$ cat src/rtl/alu_pkg.sv
// rtl/alu_pkg.sv - shared encodings, constants and decoder for alu_ctrl_seq
//
// Purpose : Ctrl op encodings, Aluop/Func constants, sequencer state enum,
//           and the Aluop/Func -> Ctrl decode function.
// Ports   : none (package)
// Config  : ALU_MULDIV_EN is resolved by the caller through the
//           muldiv_en argument of decode_ctrl.
package alu_pkg;

  typedef enum logic [3:0] {
    CTRL_NOP  = 4'd0,
    CTRL_ADD  = 4'd1,
    CTRL_SUB  = 4'd2,
    CTRL_AND  = 4'd3,
    CTRL_NOR  = 4'd4,
    CTRL_SLL  = 4'd5,
    CTRL_SLT  = 4'd6,
    CTRL_MULT = 4'd7,
    CTRL_DIVU = 4'd8,
    CTRL_MFHI = 4'd9,
    CTRL_MFLO = 4'd10
  } ctrl_e;

  typedef enum logic [1:0] {
    ST_IDLE = 2'd0,
    ST_MUL  = 2'd1,
    ST_DIV  = 2'd2
  } state_e;

  localparam logic [2:0] ALUOP_RTYPE = 3'b000;
  localparam logic [2:0] ALUOP_LW    = 3'b001;
  localparam logic [2:0] ALUOP_SW    = 3'b010;
  localparam logic [2:0] ALUOP_ANDI  = 3'b011;

  localparam logic [5:0] FUNC_ADD  = 6'b100000;
  localparam logic [5:0] FUNC_SUB  = 6'b100010;
  localparam logic [5:0] FUNC_AND  = 6'b100100;
  localparam logic [5:0] FUNC_NOR  = 6'b100111;
  localparam logic [5:0] FUNC_SLL  = 6'b000000;
  localparam logic [5:0] FUNC_SLT  = 6'b101010;
  localparam logic [5:0] FUNC_MULT = 6'b011000;
  localparam logic [5:0] FUNC_DIVU = 6'b011010;
  localparam logic [5:0] FUNC_MFHI = 6'b010000;
  localparam logic [5:0] FUNC_MFLO = 6'b010010;

  // Aluop 1xx is the branch-compare class; everything below that only
  // needs Func for the R-type class. Unknown Func yields CTRL_NOP, which
  // the sequencer reports as Illegal.
  function automatic ctrl_e decode_ctrl(input logic [2:0] aluop,
                                        input logic [5:0] func,
                                        input logic       muldiv_en);
    ctrl_e c;
    c = CTRL_NOP;
    if (aluop[2]) begin
      c = CTRL_SUB;
    end else begin
      case (aluop[1:0])
        2'b01, 2'b10: c = CTRL_ADD;
        2'b11:        c = CTRL_AND;
        default: begin
          case (func)
            FUNC_ADD:  c = CTRL_ADD;
            FUNC_SUB:  c = CTRL_SUB;
            FUNC_AND:  c = CTRL_AND;
            FUNC_NOR:  c = CTRL_NOR;
            FUNC_SLL:  c = CTRL_SLL;
            FUNC_SLT:  c = CTRL_SLT;
            FUNC_MULT: c = muldiv_en ? CTRL_MULT : CTRL_NOP;
            FUNC_DIVU: c = muldiv_en ? CTRL_DIVU : CTRL_NOP;
            FUNC_MFHI: c = muldiv_en ? CTRL_MFHI : CTRL_NOP;
            FUNC_MFLO: c = muldiv_en ? CTRL_MFLO : CTRL_NOP;
            default:   c = CTRL_NOP;
          endcase
        end
      endcase
    end
    return c;
  endfunction

endpackage

$ cat src/rtl/mul_div_iter.sv
// rtl/mul_div_iter.sv - iterative shift-add multiplier / restoring divider
//
// Purpose : WIDTH-cycle unsigned multiply or divide engine.
// Ports   : i_clk, i_rst (async, active-high)
//           i_start   load operands and begin (i_op_div selects divide)
//           i_a, i_b  multiplicand/dividend, multiplier/divisor
//           o_busy    iterating
//           o_done    one-cycle pulse, o_hi/o_lo hold the result
//           o_hi/o_lo product {hi,lo}, or remainder/quotient
// Config  : only instantiated when ALU_MULDIV_EN is defined.
module mul_div_iter #(
  parameter int WIDTH = 32
) (
  input  logic             i_clk,
  input  logic             i_rst,
  input  logic             i_start,
  input  logic             i_op_div,
  input  logic [WIDTH-1:0] i_a,
  input  logic [WIDTH-1:0] i_b,
  output logic             o_busy,
  output logic             o_done,
  output logic [WIDTH-1:0] o_hi,
  output logic [WIDTH-1:0] o_lo
);

  localparam int CW = $clog2(WIDTH);

  logic [WIDTH-1:0] r_hi;
  logic [WIDTH-1:0] r_lo;
  logic [WIDTH-1:0] r_b;
  logic [CW-1:0]    r_cnt;
  logic             r_busy;
  logic             r_done;
  logic             r_div;

  logic [WIDTH:0]   w_sum;
  logic [WIDTH:0]   w_shift;
  logic [WIDTH:0]   w_diff;
  logic             w_ge;

  // Multiply: {hi,lo} starts as {0,A}; each step adds B into hi when the
  // current multiplier bit lo[0] is set, then shifts the pair right.
  assign w_sum   = {1'b0, r_hi} + (r_lo[0] ? {1'b0, r_b} : '0);
  // Divide: remainder in hi, dividend/quotient in lo, shifted left each step.
  // Since hi < B, the shifted remainder is below 2*B, so the borrow bit of
  // the (WIDTH+1)-bit difference is exactly "shifted < B".
  assign w_shift = {r_hi, r_lo[WIDTH-1]};
  assign w_diff  = w_shift - {1'b0, r_b};
  assign w_ge    = ~w_diff[WIDTH];

  always_ff @(posedge i_clk or posedge i_rst) begin
    if (i_rst) begin
      r_hi   <= '0;
      r_lo   <= '0;
      r_b    <= '0;
      r_cnt  <= '0;
      r_busy <= 1'b0;
      r_done <= 1'b0;
      r_div  <= 1'b0;
    end else begin
      r_done <= 1'b0;
      if (i_start) begin
        r_hi   <= '0;
        r_lo   <= i_a;
        r_b    <= i_b;
        r_div  <= i_op_div;
        r_cnt  <= '0;
        r_busy <= 1'b1;
      end else if (r_busy) begin
        if (r_div) begin
          if (w_ge) begin
            r_hi <= w_diff[WIDTH-1:0];
            r_lo <= {r_lo[WIDTH-2:0], 1'b1};
          end else begin
            r_hi <= w_shift[WIDTH-1:0];
            r_lo <= {r_lo[WIDTH-2:0], 1'b0};
          end
        end else begin
          r_hi <= w_sum[WIDTH:1];
          r_lo <= {w_sum[0], r_lo[WIDTH-1:1]};
        end
        r_cnt <= r_cnt + CW'(1);
        if (r_cnt == CW'(WIDTH - 1)) begin
          r_busy <= 1'b0;
          r_done <= 1'b1;
        end
      end
    end
  end

  assign o_busy = r_busy;
  assign o_done = r_done;
  assign o_hi   = r_hi;
  assign o_lo   = r_lo;

endmodule

$ cat src/rtl/alu_ctrl_seq.sv
// rtl/alu_ctrl_seq.sv - ALU control decoder with registered execute sequencer
//
// Purpose : Decodes Aluop/Func, executes single-cycle ops one cycle after
//           issue, and sequences iterative MULT/DIVU into Hi/Lo.
// Ports   : i_clk, i_rst (async, active-high)
//           i_valid, i_aluop, i_func, i_a, i_b, i_shamt  issue side
//           o_ready    sequencer idle
//           o_done     one-cycle result strobe
//           o_ctrl     decoded op of the last accepted issue
//           o_result, o_zero, o_illegal  registered result and flags
//           o_hi, o_lo multiply/divide result registers
// Config  : ALU_MULDIV_EN builds MULT/DIVU/MFHI/MFLO, the MUL/DIV states
//           and mul_div_iter; without it Hi/Lo are 0 and o_ready is 1.
module alu_ctrl_seq
  import alu_pkg::*;
#(
  parameter int WIDTH = 32
) (
  input  logic                     i_clk,
  input  logic                     i_rst,
  input  logic                     i_valid,
  input  logic [2:0]               i_aluop,
  input  logic [5:0]               i_func,
  input  logic [WIDTH-1:0]         i_a,
  input  logic [WIDTH-1:0]         i_b,
  input  logic [$clog2(WIDTH)-1:0] i_shamt,
  output logic                     o_ready,
  output logic                     o_done,
  output logic [3:0]               o_ctrl,
  output logic [WIDTH-1:0]         o_result,
  output logic                     o_zero,
  output logic                     o_illegal,
  output logic [WIDTH-1:0]         o_hi,
  output logic [WIDTH-1:0]         o_lo
);

  localparam int SW = $clog2(WIDTH);

`ifdef ALU_MULDIV_EN
  localparam logic MD_EN = 1'b1;
`else
  localparam logic MD_EN = 1'b0;
`endif

  ctrl_e            w_dec;
  logic             w_issue;
  logic             w_single;
  logic [WIDTH-1:0] w_res;

  // Operands and op captured at issue; executed on the following edge.
  logic [WIDTH-1:0] r_a;
  logic [WIDTH-1:0] r_b;
  logic [SW-1:0]    r_shamt;
  ctrl_e            r_op;
  logic             r_pend;

  logic             r_done;
  ctrl_e            r_ctrl;
  logic [WIDTH-1:0] r_result;
  logic             r_zero;
  logic             r_illegal;

  assign w_dec   = decode_ctrl(i_aluop, i_func, MD_EN);
  assign w_issue = i_valid & o_ready;

`ifdef ALU_MULDIV_EN
  state_e           r_state;
  state_e           w_state_nxt;
  logic             w_start;
  logic             w_eng_busy;
  logic             w_eng_done;
  logic [WIDTH-1:0] w_eng_hi;
  logic [WIDTH-1:0] w_eng_lo;
  logic [WIDTH-1:0] r_hi;
  logic [WIDTH-1:0] r_lo;

  // Divide by zero never enters the engine; it finishes like a single op.
  assign w_start  = w_issue &&
                    ((w_dec == CTRL_MULT) || ((w_dec == CTRL_DIVU) && (i_b != '0)));
  assign w_single = !((r_op == CTRL_MULT) || ((r_op == CTRL_DIVU) && (r_b != '0)));
  assign o_ready  = (r_state == ST_IDLE) && !w_eng_busy;
  assign o_hi     = r_hi;
  assign o_lo     = r_lo;

  mul_div_iter #(.WIDTH(WIDTH)) u_mul_div (
    .i_clk    (i_clk),
    .i_rst    (i_rst),
    .i_start  (w_start),
    .i_op_div (w_dec == CTRL_DIVU),
    .i_a      (i_a),
    .i_b      (i_b),
    .o_busy   (w_eng_busy),
    .o_done   (w_eng_done),
    .o_hi     (w_eng_hi),
    .o_lo     (w_eng_lo)
  );

  always_ff @(posedge i_clk or posedge i_rst) begin
    if (i_rst) begin
      r_state <= ST_IDLE;
    end else begin
      r_state <= w_state_nxt;
    end
  end

  always_comb begin
    w_state_nxt = r_state;
    case (r_state)
      ST_IDLE: begin
        if (w_start) begin
          w_state_nxt = (w_dec == CTRL_DIVU) ? ST_DIV : ST_MUL;
        end
      end
      ST_MUL, ST_DIV: begin
        if (w_eng_done) begin
          w_state_nxt = ST_IDLE;
        end
      end
      default: w_state_nxt = ST_IDLE;
    endcase
  end
`else
  assign w_single = 1'b1;
  assign o_ready  = 1'b1;
  assign o_hi     = '0;
  assign o_lo     = '0;
`endif

  always_comb begin
    w_res = '0;
    case (r_op)
      CTRL_ADD:  w_res = r_a + r_b;
      CTRL_SUB:  w_res = r_a - r_b;
      CTRL_AND:  w_res = r_a & r_b;
      CTRL_NOR:  w_res = ~(r_a | r_b);
      CTRL_SLL:  w_res = r_b << r_shamt;
      CTRL_SLT:  w_res = {{(WIDTH-1){1'b0}}, ($signed(r_a) < $signed(r_b))};
      CTRL_DIVU: w_res = '1;
      CTRL_MFHI: w_res = o_hi;
      CTRL_MFLO: w_res = o_lo;
      default:   w_res = '0;
    endcase
  end

  always_ff @(posedge i_clk or posedge i_rst) begin
    if (i_rst) begin
      r_a       <= '0;
      r_b       <= '0;
      r_shamt   <= '0;
      r_op      <= CTRL_NOP;
      r_pend    <= 1'b0;
      r_done    <= 1'b0;
      r_ctrl    <= CTRL_NOP;
      r_result  <= '0;
      r_zero    <= 1'b0;
      r_illegal <= 1'b0;
`ifdef ALU_MULDIV_EN
      r_hi      <= '0;
      r_lo      <= '0;
`endif
    end else begin
      r_done <= 1'b0;
      r_pend <= w_issue;
      if (w_issue) begin
        r_a     <= i_a;
        r_b     <= i_b;
        r_shamt <= i_shamt;
        r_op    <= w_dec;
      end
      if (r_pend) begin
        r_ctrl <= r_op;
        if (w_single) begin
          r_result  <= w_res;
          r_zero    <= (w_res == '0);
          r_illegal <= (r_op == CTRL_NOP);
          r_done    <= 1'b1;
        end
      end
`ifdef ALU_MULDIV_EN
      if (r_pend && (r_op == CTRL_DIVU) && (r_b == '0)) begin
        r_hi <= r_a;
        r_lo <= '1;
      end
      if (w_eng_done) begin
        r_hi      <= w_eng_hi;
        r_lo      <= w_eng_lo;
        r_result  <= w_eng_lo;
        r_zero    <= (w_eng_lo == '0);
        r_illegal <= 1'b0;
        r_done    <= 1'b1;
      end
`endif
    end
  end

  assign o_done    = r_done;
  assign o_ctrl    = r_ctrl;
  assign o_result  = r_result;
  assign o_zero    = r_zero;
  assign o_illegal = r_illegal;

endmodule

$ cat config.mk
export PLATFORM = sky130hd
export DESIGN_NAME = alu_ctrl_seq
export DESIGN_NICKNAME = d
export VERILOG_FILES = /design/src/rtl/alu_pkg.sv /design/src/rtl/mul_div_iter.sv /design/src/rtl/alu_ctrl_seq.sv
export SDC_FILE = /design/constraint.sdc
export NUM_CORES = 1
export LEC_CHECK = 0
export ABC_AREA = 1
export CORE_MARGIN = 2
export CORE_UTILIZATION = 30
export CTS_CLUSTER_DIAMETER = 120
export DETAILED_ROUTE_END_ITERATION = 8
export GPL_TIMING_DRIVEN = 1
export SLEW_MARGIN = 20
export SYNTH_ARGS = -nofsm -noshare
export SYNTH_HDL_FRONTEND = slang
export SYNTH_HIERARCHICAL = 1
export SYNTH_SLANG_ARGS = --single-unit
$ cat constraint.sdc
create_clock -name i_clk -period 3.4 [get_ports i_clk]
set_input_delay 0.68 -clock i_clk [delete_from_list [all_inputs] [get_ports i_clk]]
set_output_delay 0.68 -clock i_clk [all_outputs]
set_load 0.01 [all_outputs]
### Word level (Yosys, flattened, before mapping)

Cells that the tools add are included.

| word-level totals | value |
|---|---|
| memories kept | 0 |
| bits in registers | 113 |
| logic and storage cells | 41 |
| RAM bits | 0 |
| latch bits | 0 |
| bits in read-only memories | 0 |

| operators by class | value |
|---|---|
| div/mod/pow operators | 0 |
| bitwise operators | 3 |
| $add $sub $neg | 2 |
| multiply operators | 0 |
| shift-type cells | 1 |
| $lt $le $gt $ge | 1 |
| eq/ne operators | 15 |
| mux-type cells | 5 |
| reductions and logical operators | 4 |

Operators with widths:

| kind | number |
|---|---|
| 32-bit case mux with 7 select lines | 1 |
| 32-bit adder | 1 |
| 32-bit bitwise AND | 1 |
| 32-bit zero test | 1 |
| 32-bit less-than comparator | 1 |
| 32-bit NOT | 1 |
| 32-bit OR | 1 |
| 32-bit by 5-bit << shifter with 32-bit output | 1 |
| 32-bit subtractor | 1 |
| 6-bit == test, second input constant | 5 |
| 3-bit case mux with 6 select lines | 1 |
| 4-bit by 3-bit == test with 1-bit output, second input constant | 3 |
| 4-bit by 2-bit == test with 1-bit output, second input constant | 2 |
| 6-bit zero test | 1 |
| 3-bit case mux with 2 select lines | 1 |
| 2-bit == test, second input constant | 2 |
| 4-bit by 1-bit == test with 1-bit output, second input constant | 1 |
| 4-bit == test, second input constant | 1 |
| 4-bit zero test | 1 |
| 4-bit 2-to-1 mux | 1 |
| 2-bit by 1-bit == test with 1-bit output, second input constant | 1 |
| 2-bit OR reduction | 1 |
| 1-bit 2-to-1 mux | 1 |

### Longest topological paths before layout

Gate-level depths: netlist (run 1).

| logic depth | value |
|---|---|
| word-level depth | 4 |
| depth in mapped cells | 21 |
| depth with buffers taken out | 21 |

### Worst setup path after synthesis (run 1)

Ideal clock, no wire load.

| timing | value |
|---|---|
| path type | reg2reg |
| from | reg r_b[0] |
| to | reg r_zero (netlist: o_zero) |
| stages on the path, launching flop included | 18 |
| slack | 1.122 ns |
| data required time | 3.335 ns |
| path buffers | 0 |
| setup time | 0.065 ns |
| clock period less this slack | 2.278 ns |
| arrival time | 2.213 ns |
| path through | dfrtp_1 ha_1 fa_1 nand3_1 nand2_1 nand2_1 nand2_1 nand2_1 nand2_1 nand2_1 nand3_1 nand3_1 nand3_1 nor2_1 nand2_1 nor2_1 nand3_1 nand2_1 |

| between the ends | value |
|---|---|
| cells in the longest elaborated chain, start to end | 4 |
| elaborated cells between the ends (all ways) | 9 |

Ends and longest elaborated chain:

| element | line | RTL |
|---|---|---|
| start: declaration | alu_ctrl_seq.sv:52 | `logic [WIDTH-1:0] r_b;` |
| start signal: assignment | alu_ctrl_seq.sv:166 | `r_b <= i_b;` |
| branches (longest 2 deep; another with 32-bit subtractor) | n/a |  |
| 32-bit case mux with 7 select lines (*) | alu_ctrl_seq.sv:131 | `case (r_op)` |
| 32-bit zero test (*) | alu_ctrl_seq.sv:174 | `r_zero <= (w_res == '0);` |
| end signal: assignment | alu_ctrl_seq.sv:174 |  |
| end: declaration | alu_ctrl_seq.sv:60 | `logic r_zero;` |

Mark *: on every way between the ends.
A chain may end at the register's enable or synchronous reset.

### Worst setup path after layout (run 1)

| timing | value |
|---|---|
| from | reg r_b[20] |
| to | reg r_zero (netlist: o_zero) |

Same word-level chain as after synthesis.

==> results.cfg, run 1 <==
[power]
powerDensity_nw_per_um2 = 401
p_seq_frac = 0.283
power_frac_comb = 0.496
p_sw_w = 0.00262
power.leakage_nw = 7.50
power.internal_w = 0.00317
clkPwrFrac = 0.221
vdd_ir_drop_max_mv = 0.220
power_w = 0.00579
p_sw_frac = 0.452

[timing]
tightest_slew_ns = 0.717
rsz0062_at_grt = false
fin_crit_ns = 3.23
timing.hold.ws_ns = 0.480
fmax_mhz = 310
skew_ns = 0.0136
max-slew-margin-rel = 0.518
hold_viol_final = 0
slew_violations = 0
fin_crit_sh = 0.949
setup_violations = 0
fin_tns_setup_ns = 0

[cells_and_area]
area_delta_synth_final_pct = 14.0
fillCellCount = 4617
finalNonFillerCells = 2759
final_area_sq_um = 14400
drive_above_1_share = 0.0324
diodes = 0
nets = 2400

[clocking]
cts_root_buf = clkbuf_16
cts_max_path_buffers = 2
cts.clk_slew.worst_paths_ns = 0.08
cts_num_sinks = 111
cts_made_buffers = 9
cts_resized = 0
cts_tree = done
cts_hold_buf = 0
cts_setup_buffers = 0
insertion_delay_ns = 0.39
ctsHtreeMaxLevel = 3

[route]
drt_wl_total_microns = 50300
ant_nets = 0
vias_per_cell = 5.08
drtIter0Drc = 1358
drc = 0
routedWlPerCell_microns = 18.2
vias = 14000
first_pass_iters = 6

[placed_design]
dp_cells = 2744
post_dp_cell_area_sq_um = 14100
gp_congestion = 1.06
io_buffers = 118
hpwl_microns = 41700

[die]
rows = 75
die_area_sq_um = 43800
core_area_sq_um = 41800
io-pin-count = 185
die_w_microns = 209
start_util = 0.303
die_h_microns = 209

[critical_path]
cp_cell_sequence = inv_1 > ha_1 > nand2_1 > nor2_1 > inv_1 > nor3_1 > nand3_1 > nand2_1 > nand2_1 > nand3_1 > nand2_1 > nor2_1 > nand3_1 > nor2_1 > nand3_1 > nand2_1
crit_top_cell = nand2_1
required_ns = 3.73
critPathKind = reg -> reg
critical_path_arrival_ns = 3.55
cp_max_fo = 7
cpPeakStageDelay_ns = 0.50
critPathBufInv = 2
setup.worst_path.end_class = register
crit_family = simple AND/OR/NAND/NOR gates
worstSetupStartpointType = register
slowest_stage = ha_1

[global_routing]
grt_start_max_net_pins = 79
antenna_found_initial = 1
overflow = 0
grt_pass1_vias = 13000
grt.total_usage = 0.229
grt_pass1_wl_microns = 76400

[min_path]
hp-class = reg -> reg

[synthesis]
synth_area_sq_um = 12700
synth_top_area_share = 0.220
synth-edff-count = 0
synth_most_common_cell = nand2_1
async_reset_ff_frac = 1.00
ys_ff_latch = 111
synth_top_area_cell = dfrtp_1
synthDistinctLibCells = 38
synthTopCellsByArea = dfrtp_1 22%, nand2_1 20%, nand3_1 11%
ys.flop_type = dfrtp_1
synth.avg_cell_area_sq_um = 5.90
syn_inst = 2144
yosys_warnings = 6
yosysSeqAreaShare = 0.220
synth_common_cells = 683 x nand2_1, 288 x nand3_1, 286 x inv_1, 180 x nor2_1, 148 x o21ai_0

[job]
cap_violations = 0

[outcome]
outcome = finished clean
final timing paths:
| check | from | to | slack, ns | depth (start not counted) |
|---|---|---|---|---|
| setup / recovery | r_b[20] | o_zero | 0.17 | 16 |
| hold / removal | o_result[7] | o_result[7] | 0.48 | 2 |
| setup reg to reg | r_b[20] | o_zero | 0.17 | 16 |
| hold reg to reg | o_result[7] | o_result[7] | 0.48 | 2 |
| max in group asynchronous | i_rst | o_result[29] | 2.01 | 3 |
| min in group asynchronous | i_rst | r_a[1] | 0.65 | 2 |
cells in the final DEF (no fill, tap or decap), types with 32 or more instances in the layout:
cell type        Yosys  final
inv_1              286    285
ha_1               101     98
clkdlybuf4s50_1      0    117
dfrtp_1            111    111
nor2_1             180    179
o21ai_0            148    148
a21oi_1             59     59
nand3_1            288    288
conb_1               2     66
buf_4               76     32
nand4_1             33     33
nand2_1            683    683
cell type report:
cell class              instances  area [sq um]  area share
clock buffers                  10           229      0.0159
clock inverters                 5           106     0.00737
inverters                     297          1120      0.0775
multi-input cells            1646          8070       0.559
flip-flops and latches        111          2780       0.193
well taps                     539           674      0.0468
repair buffers                151          1450       0.101
per-layer routing:
| metal | vias up | GRT usage | share of wire |
|---|---|---|---|
| li1 | 6807 | - | - |
| met1 | 6476 | 0.328 | 0.46 |
| met2 | 663 | 0.359 | 0.43 |
| met3 | 61 | 0.0361 | 0.082 |
| met4 | 0 | 0.0534 | 0.020 |
| met5 | - | 0 | 0 |
stage by stage:
| stage | setup WS, ns | util |
|---|---|---|
| after floorplan | 1.12 | - |
| after global placement | 0.185 | 0.337 |
| after detailed placement | 0.222 | 0.337 |
| after CTS | 0.191 | 0.345 |
| after global routing | 0.0377 | 0.345 |
| final | 0.172 | 0.345 |
tightest hold or removal path, delay by kind of cell, from the launching register on:
| family | cells | cell delay (ns) |
|---|---|---|
| simple gates | 2 | 0.10 |
| flops | 1 | 0.34 |
registers in the layout, indices dropped and copies added (netlist names), 3 cells and up:
| name | count |
|---|---|
| o_result | 32 |
| r_a | 32 |
| r_b | 32 |
| r_shamt | 5 |
| r_op | 3 |
| o_ctrl | 3 |
power groups by stage:
stage	registers, W	clock network, W	logic [W]
3_3_place_gp	0.00166	0	0.00279
3_5_place_dp	0.00167	0	0.00281
2_1_floorplan	0.00167	0	0.00182
6_report	0.00164	0.00128	0.00287
4_1_cts	0.00164	0.00131	0.00282
5_1_grt	0.00166	0.00137	0.00318
kinds of logic (layout without fill, tap and decap cells):
family,count (synthesis),count (layout),share of synthesized area
other,2,66,0.000594
XOR/XNOR,2,2,0.00138
buffers and inverters,451,463,0.163
adder cells (fa/ha/maj),103,103,0.103
flip-flops,111,111,0.220
AO/OA/AOI/OAI,253,253,0.108
AND/OR/NAND/NOR,1222,1222,0.405
(Power assumes the default switching activity.)
==> run 2, diff against run 1 <==
--- a/config.mk
+++ b/config.mk
@@ -6,11 +6,15 @@
 export NUM_CORES = 1
 export LEC_CHECK = 0
 export ABC_AREA = 1
+export CELL_PAD_IN_SITES_DETAIL_PLACEMENT = 0
+export CELL_PAD_IN_SITES_GLOBAL_PLACEMENT = 1
 export CORE_MARGIN = 2
 export CORE_UTILIZATION = 30
 export CTS_CLUSTER_DIAMETER = 120
 export DETAILED_ROUTE_END_ITERATION = 8
 export GPL_TIMING_DRIVEN = 1
+export PLACE_DENSITY_LB_ADDON = 0.1
+export SKIP_LAST_GASP = 1
 export SLEW_MARGIN = 20
 export SYNTH_ARGS = -nofsm -noshare
 export SYNTH_HDL_FRONTEND = slang
==> results.cfg, run 2 (synthesis results as in run 1) <==
[clocking]
cts_hold_buf = 0
cts_tree = done
cts_setup_buffers = 0
cts.clk_slew.worst_paths_ns = 0.09
cts_max_path_buffers = 2
cts_num_sinks = 111
cts_made_buffers = 9
cts_root_buf = clkbuf_16
ctsHtreeMaxLevel = 3
insertion_delay_ns = 0.41

[timing]
fmax_mhz = 322
setup_violations = 0
skew_ns = 0.0166
fin_crit_ns = 3.10
fin_crit_sh = 0.913
tightest_slew_ns = 0.722
timing.hold.ws_ns = 0.478
rsz0062_at_grt = false
fin_tns_setup_ns = 0
max-slew-margin-rel = 0.518
fin_ws_ns = 0.297
slew_violations = 0
hold_viol_final = 0

[placed_design]
hpwl_microns = 45700
dp_cells = 2758
io_buffers = 118
dp_slack_ns = 0.163
gp_congestion = 0.937

[die]
die_area_sq_um = 43800
die_w_microns = 209
die_h_microns = 209
core_area_sq_um = 41800
io-pin-count = 185
start_util = 0.303
rows = 75

[critical_path]
cpPeakStageDelay_ns = 0.48
reg2reg_from = r_b[11]
r2r-end = o_zero
crit_end = o_zero
cp_cell_sequence = inv_1 > ha_1 > inv_1 > a21oi_1 > o21ai_0 > nand3b_1 > nand2_1 > nand2_1 > o21ai_0 > inv_1 > a21oi_1 > nand2_1 > nor2_1 > nand3_1 > nand2_1
reg2reg_slack_ns = 0.30
cp_max_fo = 8
critPathKind = reg -> reg
required_ns = 3.76
critical_path_arrival_ns = 3.46
crit_start = r_b[11]
slowest_stage = ha_1
setup.worst_path.end_class = register
worstRegToRegCells = 15
worstSetupStartpointType = register
crit_top_cell = nand2_1

[cells_and_area]
final_cell_mix = 683 x nand2_1, 288 x nand3_1, 285 x inv_1, 176 x nor2_1, 148 x o21ai_0
nets = 2414
diodes = 0
multi_input_area_sq_um = 8080
seq_area_sq_um = 2780
area_delta_synth_final_pct = 14.9
drive_above_1_share = 0.0416
fillCellCount = 4783
layout_commonest_cell = nand2_1
finalNonFillerCells = 2774

[outcome]
outcome = finished clean

[route]
drtIter0Drc = 1288
ant_nets = 0
drt_wl_total_microns = 54400
vias_per_cell = 4.96
routedWlPerCell_microns = 19.6
vias = 13800
first_pass_iters = 6
drc = 0

[global_routing]
grt.total_usage = 0.249
overflow = 0
grt_pass1_vias = 12900
grt_start_max_net_pins = 68
grt_pass1_wl_microns = 80900
antenna_found_initial = 2

[job]
cap_violations = 0

[power]
powerDensity_nw_per_um2 = 396
power_w = 0.00576
vdd_ir_drop_max_mv = 0.214
power.leakage_nw = 7.56

[min_path]
whs_path_depth = 2
hp-class = reg -> reg
-- run 2: power breakdown --
group	switching [W]	internal [W]
Sequential	0.000139	0.00149
Clock	0.000614	0.000544
Combinational	0.00199	0.000987
-- run 2: layer usage --
layer,track usage,part of all wire
met4,0.0759,0.025
met1,0.365,0.49
met2,0.375,0.43
met3,0.0367,0.062
met5,0,0.00024
-- run 2: worst min-delay path by stage --
stage	start	endpoint	slack, ns
after floorplan	r_pend	o_done	0.35
after global placement	o_result[16]	o_result[16]	0.46
after detailed placement	o_result[16]	o_result[16]	0.46
after CTS	o_result[16]	o_result[16]	0.48
after global routing	o_result[16]	o_result[16]	0.50
final	o_result[16]	o_result[16]	0.48
-- run 2: timing repair --
| action | 4_1_cts | 5_1_grt |
|---|---|---|
| resized for setup | 0 | 8 |
| endpoints found under the hold margin | 0 | 0 |
| setup endpoints to repair | 0 | 1 |
-- run 2: area by class of cell --
class | count | area share
Clock inverter | 5 | 0.00267
Tap cell | 539 | 0.0464
Sequential cell | 111 | 0.191
Multi-Input combinational cell | 1646 | 0.556
Clock buffer | 11 | 0.0174
Timing Repair Buffer | 165 | 0.110
Inverter | 297 | 0.0769
-- run 2: worst max-delay path, delay by kind of cell, from the launching register on --
| kind | cells | cell delay, ns |
|---|---|---|
| AO/OA/AOI/OAI | 4 | 0.90 |
| AND/OR/NAND/NOR | 7 | 0.90 |
| buffers and inverters | 3 | 0.31 |
| flip-flops | 1 | 0.45 |
| adder cells (fa/ha/maj) | 1 | 0.48 |
-- run 2: stage by stage --
step                instance area, sq um  utilization
finish                             14500        0.348
floorplan                          12900            -
global route                       14500        0.348
CTS                                14500        0.348
global placement                   14200        0.341
detailed placement                 14200        0.341
==> run 3, diff against run 2 <==
--- a/config.mk
+++ b/config.mk
@@ -10,6 +10,7 @@
 export CELL_PAD_IN_SITES_GLOBAL_PLACEMENT = 1
 export CORE_MARGIN = 2
 export CORE_UTILIZATION = 30
+export CTS_BUF_LIST = sky130_fd_sc_hd__clkbuf_8
 export CTS_CLUSTER_DIAMETER = 120
 export DETAILED_ROUTE_END_ITERATION = 8
 export GPL_TIMING_DRIVEN = 1
==> results.cfg, run 3 (synthesis results as in run 1) <==
[clocking]
cts_tree = done
cts_resized = 0
cts_setup_buffers = 0
cts_max_path_buffers = 2
cts_num_sinks = 111
ctsHtreeMaxLevel = 3
cts.clk_slew.worst_paths_ns = 0.13
cts_hold_buf = 0
cts_root_buf = clkbuf_8
insertion_delay_ns = 0.48
cts_made_buffers = 9

[cells_and_area]
final_cell_mix = 683 x nand2_1, 288 x nand3_1, 285 x inv_1, 176 x nor2_1, 148 x o21ai_0
layout_commonest_cell = nand2_1
multi_input_area_sq_um = 8080
drive_above_1_share = 0.0416
nets = 2414
area_delta_synth_final_pct = 14.1
fillCellCount = 4795
seq_area_sq_um = 2780
utilization = 0.346

[route]
drc = 0
vias = 13800
drt_wl_total_microns = 54600
drtIter0Drc = 1221
routedWlPerCell_microns = 19.7
first_pass_iters = 5
ant_nets = 0
vias_per_cell = 4.96

[global_routing]
grt_pass1_wl_microns = 80900
grt_pass1_vias = 12900
top_usage_layer = met2
grt_use_met1 = 0.364
grt.total_usage = 0.249
overflow = 0
grtUsageMet2 = 0.375
grt_start_max_net_pins = 68
antenna_found_initial = 2
grtUsageMet3 = 0.0367

[critical_path]
required_ns = 3.83
cpPeakStageDelay_ns = 0.49
setup.worst_path.end_class = register
critPathBufInv = 3
critical_path_arrival_ns = 3.52
crit_family = simple AND/OR/NAND/NOR gates
reg2reg_from = r_b[11]
critPathKind = reg -> reg
worstSetupStartpointType = register
slowest_stage = ha_1
r2r-end = o_zero
worstRegToRegCells = 15
crit_top_cell = nand2_1
cp_cell_sequence = inv_1 > ha_1 > inv_1 > a21oi_1 > o21ai_0 > nand3b_1 > nand2_1 > nand2_1 > o21ai_0 > inv_1 > a21oi_1 > nand2_1 > nor2_1 > nand3_1 > nand2_1
cp_max_fo = 8
crit_start = r_b[11]
reg2reg_slack_ns = 0.32

[timing]
hold_viol_final = 0
timing.hold.ws_ns = 0.485
tightest_slew_ns = 0.716
max-slew-margin-rel = 0.522
skew_ns = 0.0248
setup_violations = 0
fin_crit_ns = 3.08
rsz0062_at_grt = false
fmax_mhz = 324
fin_tns_setup_ns = 0
slew_violations = 0
fin_crit_sh = 0.907

[die]
start_util = 0.303
die_area_sq_um = 43800
die_w_microns = 209
core_area_sq_um = 41800
io-pin-count = 185
die_h_microns = 209
rows = 75

[min_path]
min_from = o_result[16]
hp-class = reg -> reg
whs_path_depth = 2
min_to = o_result[16]

[placed_design]
gp_congestion = 0.937
hpwl_microns = 45700
io_buffers = 118

[power]
powerDensity_nw_per_um2 = 381
vdd_ir_drop_max_mv = 0.185
power.leakage_nw = 7.51
power_w = 0.00550

[outcome]
outcome = finished clean

[job]
cap_violations = 0
==> run 3: changes by cell type in the layout (fill, tap and decap cells not counted), sizes merged <==
cell,previous run,this run
diode,0,1
==> run 3: final cells by class <==
type,count,share of cell area
diodes,1,0.000173
clock buffers,11,0.0105
clock inverters,5,0.00269
inverters,297,0.0775
multi-input cells,1646,0.560
flip-flops and latches,111,0.192
well taps,539,0.0467
repair buffers,165,0.110
==> run 3: worst min-delay path, stage by stage (launching register included) <==
cell and delay [ns]:
dfrtp_1 0.36, nand2_1 0.05, nand2_1 0.05
==> run 3: worst max-delay path by stage <==
stage	slack (ns)	cells after the start	end
6_report	0.32	15	o_zero
2_1_floorplan	1.12	17	o_zero
5_1_grt	0.008	18	o_zero
3_5_place_dp	0.16	17	o_zero
3_3_place_gp	0.1	17	o_zero
4_1_cts	0.14	17	o_zero
==> run 3: routing by layer <==
metal  vias up  wire (microns)
met5         -              17
met4         2            1300
met1      6444           26800
li1       6840               -
met2       433           23300
met3        51            3270
==> run 3: report_power, final <==
part           leakage [nW]  switching, W  internal, W
combinational          6.05       0.00199     0.000987
sequential             1.37      0.000139      0.00149
clock                0.0963      0.000582     0.000312
==> run 3: metrics by stage <==
step	cells	area, sq um	worst slack, ns
final	2775	14400	0.315
after global routing	2774	14400	0.00761
after CTS	2774	14400	0.136
after detailed placement	2758	14200	0.163
after global placement	2758	14200	0.0973
after floorplan	2208	12900	1.12
